`config.mk`:
```
export PLATFORM = sky130hd
export DESIGN_NAME = trap_ctrl
export DESIGN_NICKNAME = d
export VERILOG_FILES = /design/src/rtl/trap_ctrl.sv
export SDC_FILE = /design/constraint.sdc
export NUM_CORES = 1
export LEC_CHECK = 0
export CAP_MARGIN = 5
export CORE_MARGIN = 5
export CORE_UTILIZATION = 25
export CTS_CLUSTER_DIAMETER = 200
export DETAILED_ROUTE_END_ITERATION = 6
export SYNTH_ARGS = -nofsm -noshare
export SYNTH_HDL_FRONTEND = slang
export SYNTH_SLANG_ARGS = --single-unit
```
`constraint.sdc`:
```
create_clock -name clk -period 4 [get_ports clk]
set_clock_uncertainty 0.05 [all_clocks]
set_input_delay 0.8 -clock clk [delete_from_list [all_inputs] [get_ports clk]]
set_output_delay 0.8 -clock clk [all_outputs]
set_load 0.02 [all_outputs]
```
`src/rtl/trap_ctrl.sv`:
```
// trap_ctrl -- machine-mode trap controller for the NPC core.
//
// Owns mstatus, mie, mtvec, mepc and mcause. Sits downstream of the CLINT:
// it drives the MIE/MTIE enables into the CLINT and takes back the already
// gated timer interrupt `tint`. On ecall, timer interrupt or mret at a commit
// boundary it updates the CSRs and issues a one-cycle redirect + flush.
//
// Optional build macro: TRAP_VECTORED_EN
//   defined   : mtvec[0] is the mode bit; in mode 1 interrupts vector to
//               base + 4*cause[5:0], exceptions still go to base.
//   undefined : mtvec[1:0] is always 00 and every trap goes to base.
//
// Ports:
//   clk, rst        clock, synchronous active-high reset
//   tint            gated timer interrupt from the CLINT
//   MIE, MTIE       mstatus.MIE and mie.MTIE register bits, to the CLINT
//   commit_*        retiring instruction: valid, pc, next pc, ecall, mret
//   csr_we/addr/wdata  CSR write port (from a retiring csr instruction)
//   csr_rdata, csr_hit combinational CSR read of csr_addr
//   busy            controller is in REDIRECT; upstream holds commit
//   redirect_valid, redirect_pc, flush  one-cycle fetch redirect to pipeline
module trap_ctrl #(
   parameter int               XLEN        = 64,
   parameter logic [XLEN-1:0]  RST_MSTATUS = 64'h1800
) (
   input  logic            clk,
   input  logic            rst,
   input  logic            tint,
   output logic            MIE,
   output logic            MTIE,
   input  logic            commit_valid,
   input  logic [XLEN-1:0] commit_pc,
   input  logic [XLEN-1:0] commit_npc,
   input  logic            commit_ecall,
   input  logic            commit_mret,
   input  logic            csr_we,
   input  logic [11:0]     csr_addr,
   input  logic [XLEN-1:0] csr_wdata,
   output logic [XLEN-1:0] csr_rdata,
   output logic            csr_hit,
   output logic            busy,
   output logic            redirect_valid,
   output logic [XLEN-1:0] redirect_pc,
   output logic            flush
);

   localparam logic [XLEN-1:0] CAUSE_ECALL = XLEN'(64'd11);
   localparam logic [XLEN-1:0] CAUSE_MTI   = {1'b1, {(XLEN-1){1'b0}}} | XLEN'(64'd7);

   typedef enum logic [0:0] {IDLE = 1'b0, REDIRECT = 1'b1} state_t;

   state_t          state_q;
   logic [XLEN-1:0] mstatus_q, mstatus_d;
   logic [XLEN-1:0] mie_q, mie_d;
   logic [XLEN-1:0] mtvec_q, mtvec_d;
   logic [XLEN-1:0] mepc_q, mepc_d;
   logic [XLEN-1:0] mcause_q, mcause_d;
   logic            redir_valid_q;
   logic [XLEN-1:0] redir_pc_q;

   logic            take_ecall_s, take_int_s, take_mret_s, take_trap_s;
   logic            wr_mstatus_s, wr_mie_s, wr_mtvec_s, wr_mepc_s, wr_mcause_s;
   logic [XLEN-1:0] mtvec_base_s, target_s;

   // Trap decision: only at a commit while idle; ecall beats the interrupt,
   // and an mret commit never takes the interrupt on the same cycle.
   always_comb begin
      take_ecall_s = (state_q == IDLE) && commit_valid && commit_ecall;
      take_int_s   = (state_q == IDLE) && commit_valid && !commit_ecall && !commit_mret && tint;
      take_mret_s  = (state_q == IDLE) && commit_valid && !commit_ecall && commit_mret;
      take_trap_s  = take_ecall_s || take_int_s;
      wr_mstatus_s = csr_we && (csr_addr == 12'h300);
      wr_mie_s     = csr_we && (csr_addr == 12'h304);
      wr_mtvec_s   = csr_we && (csr_addr == 12'h305);
      wr_mepc_s    = csr_we && (csr_addr == 12'h341);
      wr_mcause_s  = csr_we && (csr_addr == 12'h342);
   end

   // Redirect target, latched into redir_pc_q when the decision is made.
   always_comb begin
      mtvec_base_s = {mtvec_q[XLEN-1:2], 2'b00};
      target_s     = mtvec_base_s;
      if (take_mret_s) begin
         target_s = mepc_q;
      end else begin
`ifdef TRAP_VECTORED_EN
         if (take_int_s && mtvec_q[0]) begin
            target_s = mtvec_base_s + XLEN'({CAUSE_MTI[5:0], 2'b00});
         end else begin
            target_s = mtvec_base_s;
         end
`else
         target_s = mtvec_base_s;
`endif
      end
   end

   // CSR next state: trap/mret updates win over a same-cycle CSR write.
   always_comb begin
      mstatus_d = mstatus_q;
      if (take_trap_s) begin
         mstatus_d[7] = mstatus_q[3];
         mstatus_d[3] = 1'b0;
      end else if (take_mret_s) begin
         mstatus_d[3] = mstatus_q[7];
         mstatus_d[7] = 1'b1;
      end else if (wr_mstatus_s) begin
         mstatus_d[3] = csr_wdata[3];
         mstatus_d[7] = csr_wdata[7];
      end else begin
         mstatus_d = mstatus_q;
      end

      mie_d = mie_q;
      if (wr_mie_s) begin
         mie_d    = '0;
         mie_d[7] = csr_wdata[7];
      end else begin
         mie_d = mie_q;
      end

      mtvec_d = mtvec_q;
      if (wr_mtvec_s) begin
`ifdef TRAP_VECTORED_EN
         mtvec_d = {csr_wdata[XLEN-1:2], 1'b0, csr_wdata[0]};
`else
         mtvec_d = {csr_wdata[XLEN-1:2], 2'b00};
`endif
      end else begin
         mtvec_d = mtvec_q;
      end

      mepc_d   = mepc_q;
      mcause_d = mcause_q;
      if (take_ecall_s) begin
         mepc_d   = {commit_pc[XLEN-1:2], 2'b00};
         mcause_d = CAUSE_ECALL;
      end else if (take_int_s) begin
         mepc_d   = {commit_npc[XLEN-1:2], 2'b00};
         mcause_d = CAUSE_MTI;
      end else begin
         if (wr_mepc_s) begin
            mepc_d = {csr_wdata[XLEN-1:2], 2'b00};
         end else begin
            mepc_d = mepc_q;
         end
         if (wr_mcause_s) begin
            mcause_d = csr_wdata;
         end else begin
            mcause_d = mcause_q;
         end
      end
   end

   // State, CSR registers and the registered redirect pulse.
   always_ff @(posedge clk) begin
      if (rst) begin
         state_q       <= IDLE;
         mstatus_q     <= RST_MSTATUS;
         mie_q         <= '0;
         mtvec_q       <= '0;
         mepc_q        <= '0;
         mcause_q      <= '0;
         redir_valid_q <= 1'b0;
         redir_pc_q    <= '0;
      end else begin
         mstatus_q <= mstatus_d;
         mie_q     <= mie_d;
         mtvec_q   <= mtvec_d;
         mepc_q    <= mepc_d;
         mcause_q  <= mcause_d;
         case (state_q)
            IDLE: begin
               if (take_trap_s || take_mret_s) begin
                  state_q       <= REDIRECT;
                  redir_valid_q <= 1'b1;
                  redir_pc_q    <= target_s;
               end else begin
                  state_q       <= IDLE;
                  redir_valid_q <= 1'b0;
               end
            end
            REDIRECT: begin
               state_q       <= IDLE;
               redir_valid_q <= 1'b0;
            end
            default: begin
               state_q       <= IDLE;
               redir_valid_q <= 1'b0;
            end
         endcase
      end
   end

   // Combinational CSR read; MPP always reads as machine mode.
   always_comb begin
      csr_hit   = 1'b1;
      csr_rdata = '0;
      case (csr_addr)
         12'h300: csr_rdata = mstatus_q | XLEN'(64'h1800);
         12'h304: csr_rdata = mie_q;
         12'h305: csr_rdata = mtvec_q;
         12'h341: csr_rdata = mepc_q;
         12'h342: csr_rdata = mcause_q;
         default: begin
            csr_rdata = '0;
            csr_hit   = 1'b0;
         end
      endcase
   end

   assign MIE            = mstatus_q[3];
   assign MTIE           = mie_q[7];
   assign busy           = (state_q == REDIRECT);
   // A reset landing in the REDIRECT cycle suppresses that pulse too.
   assign redirect_valid = redir_valid_q && !rst;
   assign flush          = redir_valid_q && !rst;
   assign redirect_pc    = redir_pc_q;

endmodule

```
==> metrics.md <==
| Metric | Value |
|---|---|
| Outcome | `complete, no violations` |
| Via count of the first global-routing pass | `12810` |
| Fraction of registers with async set/reset | `0%` |
| HP Start | `mcause_q[51]` |
| Crit Path Class | `primary input to output pin` |
| Die W | `229.2 um` |
| Largest net degree at the start of global routing | `88` |
| Worst R2R Start | `redir_valid_q` |
| Critical Path AT | `slightly above 3 ns` |
| DP HPWL | `35760 um` |
| Gr usage total | `18.96%` |
| GP Congestion | `between 0.8 and 0.9` |
| Combinational share of power | `14.6%` |
| Post-layout min period | `3.938 ns` |
| First-pass GRT wire length | `79520 um` |
| Area delta synth->final | `43.67%` |
| Post-DRT Antenna Nets | `0` |
| Dpl cell area | `16390 um2` |
| Post-Synthesis Cells | `1463` |
| Setup TNS | `0 ns` |
| Required @ worst endpoint | `3.15 ns` |
| Design area | `17260 um2` |
| Library cells used by synthesis | `45` |
| Sequential Power Share | `43.5%` |
| Final hold vios | `0` |
| First DRT Iteration DRCs | `1012` |
| Synth top area share | `42.34%` |
| FP Rows | `80` |
| Mean Syn Cell Area | `8.209 um2` |
| CP Capture Point | `csr_rdata[55]` |
| Critical path origin | `csr_addr[6]` |
| Leakage | `6.099 nW` |
| Routed vias | `about 13000` |
| Synthesized flop and latch total | `254` |
| First-pass detailed-route iteration total | `6` |
| Sw Share | `25.92%` |
| Hold crit path type | `flip-flop to flip-flop` |
| RSZ-0062 raised after global routing | `no` |
| Layout Nets | `between 1500 and 2000` |
| Syn Std Cell Area | `about 12000 um2` |
| Clock tree buffer depth | `3` |
| I/O pin cnt | `345` |
| Worst Setup End Kind | `output pin` |
| Clock root cell | `clkbuf_16` |
| Clock Latency Late Sink | `0.56 ns` |
| Initial Utilization | `about a quarter` |
| # DRC | `0` |
| Reg clk slew, reported paths | `0.05 ns` |
| Peak supply drop | `0.2847 mV` |
| Hold slack | `0.4047 ns` |
| Worst-Margin Slew | `~1.0 ns` |
| CTS tree | `done` |
| Layout Utilization | `36.22%` |
| CP startpoint kind | `primary input` |
| # hold bufs at CTS | `0` |
| Final worst-path cycle share | `98.46%` |
| I/O Buffers | `between 300 and 400` |
| Top-count cell post-synth | `nand2_1` |
| R2R Setup Slk | `1.60 ns` |
| Internal power | `between 0.004 and 0.005 W` |
| Clock sink total | `254` |
| Most used DFF post-synth | `dfxtp_1` |
| P_sw | `0.001618 W` |
| Die height | `between 200 and 250 um` |
| Routed length per instance | `around 22 um` |
| CTS buffer count | `30` |
| Area leader, netlist | `dfxtp_1` |
| Synth top area cells | `dfxtp_1 (42%), nand2_1 (8.1%), a22oi_1 (7.5%)` |
| Post-synth EDFFs | `0` |
| GRT overflow | `0` |
| Final WS setup | `slightly above 0.06 ns` |
| Htree depth | `1` |
| CP Max Fanout | `31` |
| Slew HR | `roughly a third` |
| Post-Place Setup Slack | `-0.3779 ns` |
| Pins Over Slew Limit | `0` |
| Clock power share | `a little over two fifths` |
| Core Area | `47650 um2` |
| Yosys Warn Count | `0` |
| WL final | `53200 um` |
| P per Cell Area | `361.7 nW/um2` |
| Setup-failing EPs final | `0` |
| Antenna violations before repair | `4` |
| Max Cap Viol | `0` |
| R2R depth | `6` |
| DIE AREA | `roughly 53000 um2` |
| Max Freq | `253.9 MHz` |
| FF-to-FF End | `redirect_pc[24]` |
| Sequential share of the synthesized area | `42.34%` |
| Share of post-route cells with drive strength above 1 | `9.944%` |
| Synth cell count leaders | `nand2_1 (258), dfxtp_1 (254), clkbuf_1 (126)` |
| Via-to-Cell Ratio | `5.418` |
-- repair_timing --
action,CTS,global route
cloned,1,0
setup endpoints to repair,62,43
pin swaps,1,0
gates resized for setup,64,73
buffers inserted,2,0
-- registers in the layout, indices dropped and copies added, names as in the netlist --
register / count
mie_q: 1
redirect_pc: 62
mtvec_q: 62
mepc_q: 62
redir_valid_q: 1
mcause_q: 64
mstatus_q: 2
-- through the flow --
| stage | total power (W) | cells |
|---|---|---|
| 6_report | 0.006241 | 2388 |
| 4_1_cts | 0.006297 | 2385 |
| 5_1_grt | 0.006461 | 2386 |
| 3_3_place_gp | 0.003664 | 2336 |
| 3_5_place_dp | 0.003674 | 2336 |
| 2_1_floorplan | 0.003158 | 1464 |
-- cells by family after synthesis --
logic type	count (synthesis)	share of synthesized area, %
simple gates	508	20.01
compound gates	447	25.96
flops	254	42.34
buf+inv	188	6.230
mux	65	5.428
other cells	1	0.03122
-- final cells by class --
type / instances / area, um2
clock inverters: 5 / 75.07
fillers: 4865 / 30390
inverters: 26 / 97.59
diodes: 3 / 7.507
flip-flops and latches: 254 / 5085
repair buffers: 422 / 4101
multi-input cells: 1022 / 6286
well taps: 615 / 769.5
clock buffers: 41 / 833.3
-- power groups by stage --
stage | logic (W) | registers (W) | clock network (W)
2_1_floorplan | 0.000359 | 0.00280 | 0
3_3_place_gp | 0.000900 | 0.00276 | 0
3_5_place_dp | 0.000908 | 0.00277 | 0
4_1_cts | 0.000913 | 0.00271 | 0.00267
5_1_grt | 0.000968 | 0.00272 | 0.00277
6_report | 0.000910 | 0.00271 | 0.00262
-- critical path, cell delays in order --
cell and delay, ns:
clkdlybuf4s50_1 0.51, or4b_4 0.52, nor4_4 0.28, buf_4 0.18
buf_12 0.19, a22oi_1 0.12, nand2_1 0.08, dlygate4sd2_1 0.36
-- worst min path at each step --
| stage | to | depth (start not counted) |
|---|---|---|
| 6_report | mcause_q[51] | 2 |
| 5_1_grt | mcause_q[57] | 2 |
| 4_1_cts | mcause_q[27] | 2 |
| 3_5_place_dp | mcause_q[51] | 2 |
| 3_3_place_gp | mcause_q[51] | 2 |
| 2_1_floorplan | mcause_q[7] | 2 |
-- routing by layer --
layer  track usage, %  routed length, um  part of all wire, %
met2            32.65              25240                   47
met5                0                 12                0.023
met1            23.97              22240                   42
met3            4.162               4306                  8.1
met4            5.281               1392                  2.6
-- cell usage in the layout, fill, tap and decap left out, drive strengths merged, types with 64 or more instances in the layout --
master and n:
a211oi 64, a21oi 98, a22oi 120, buf 89, clkdlybuf4s50 271, dfxtp 254
mux2i 64, nand2 258, nor2 69, nor3 67
(Power assumes the default switching activity.)
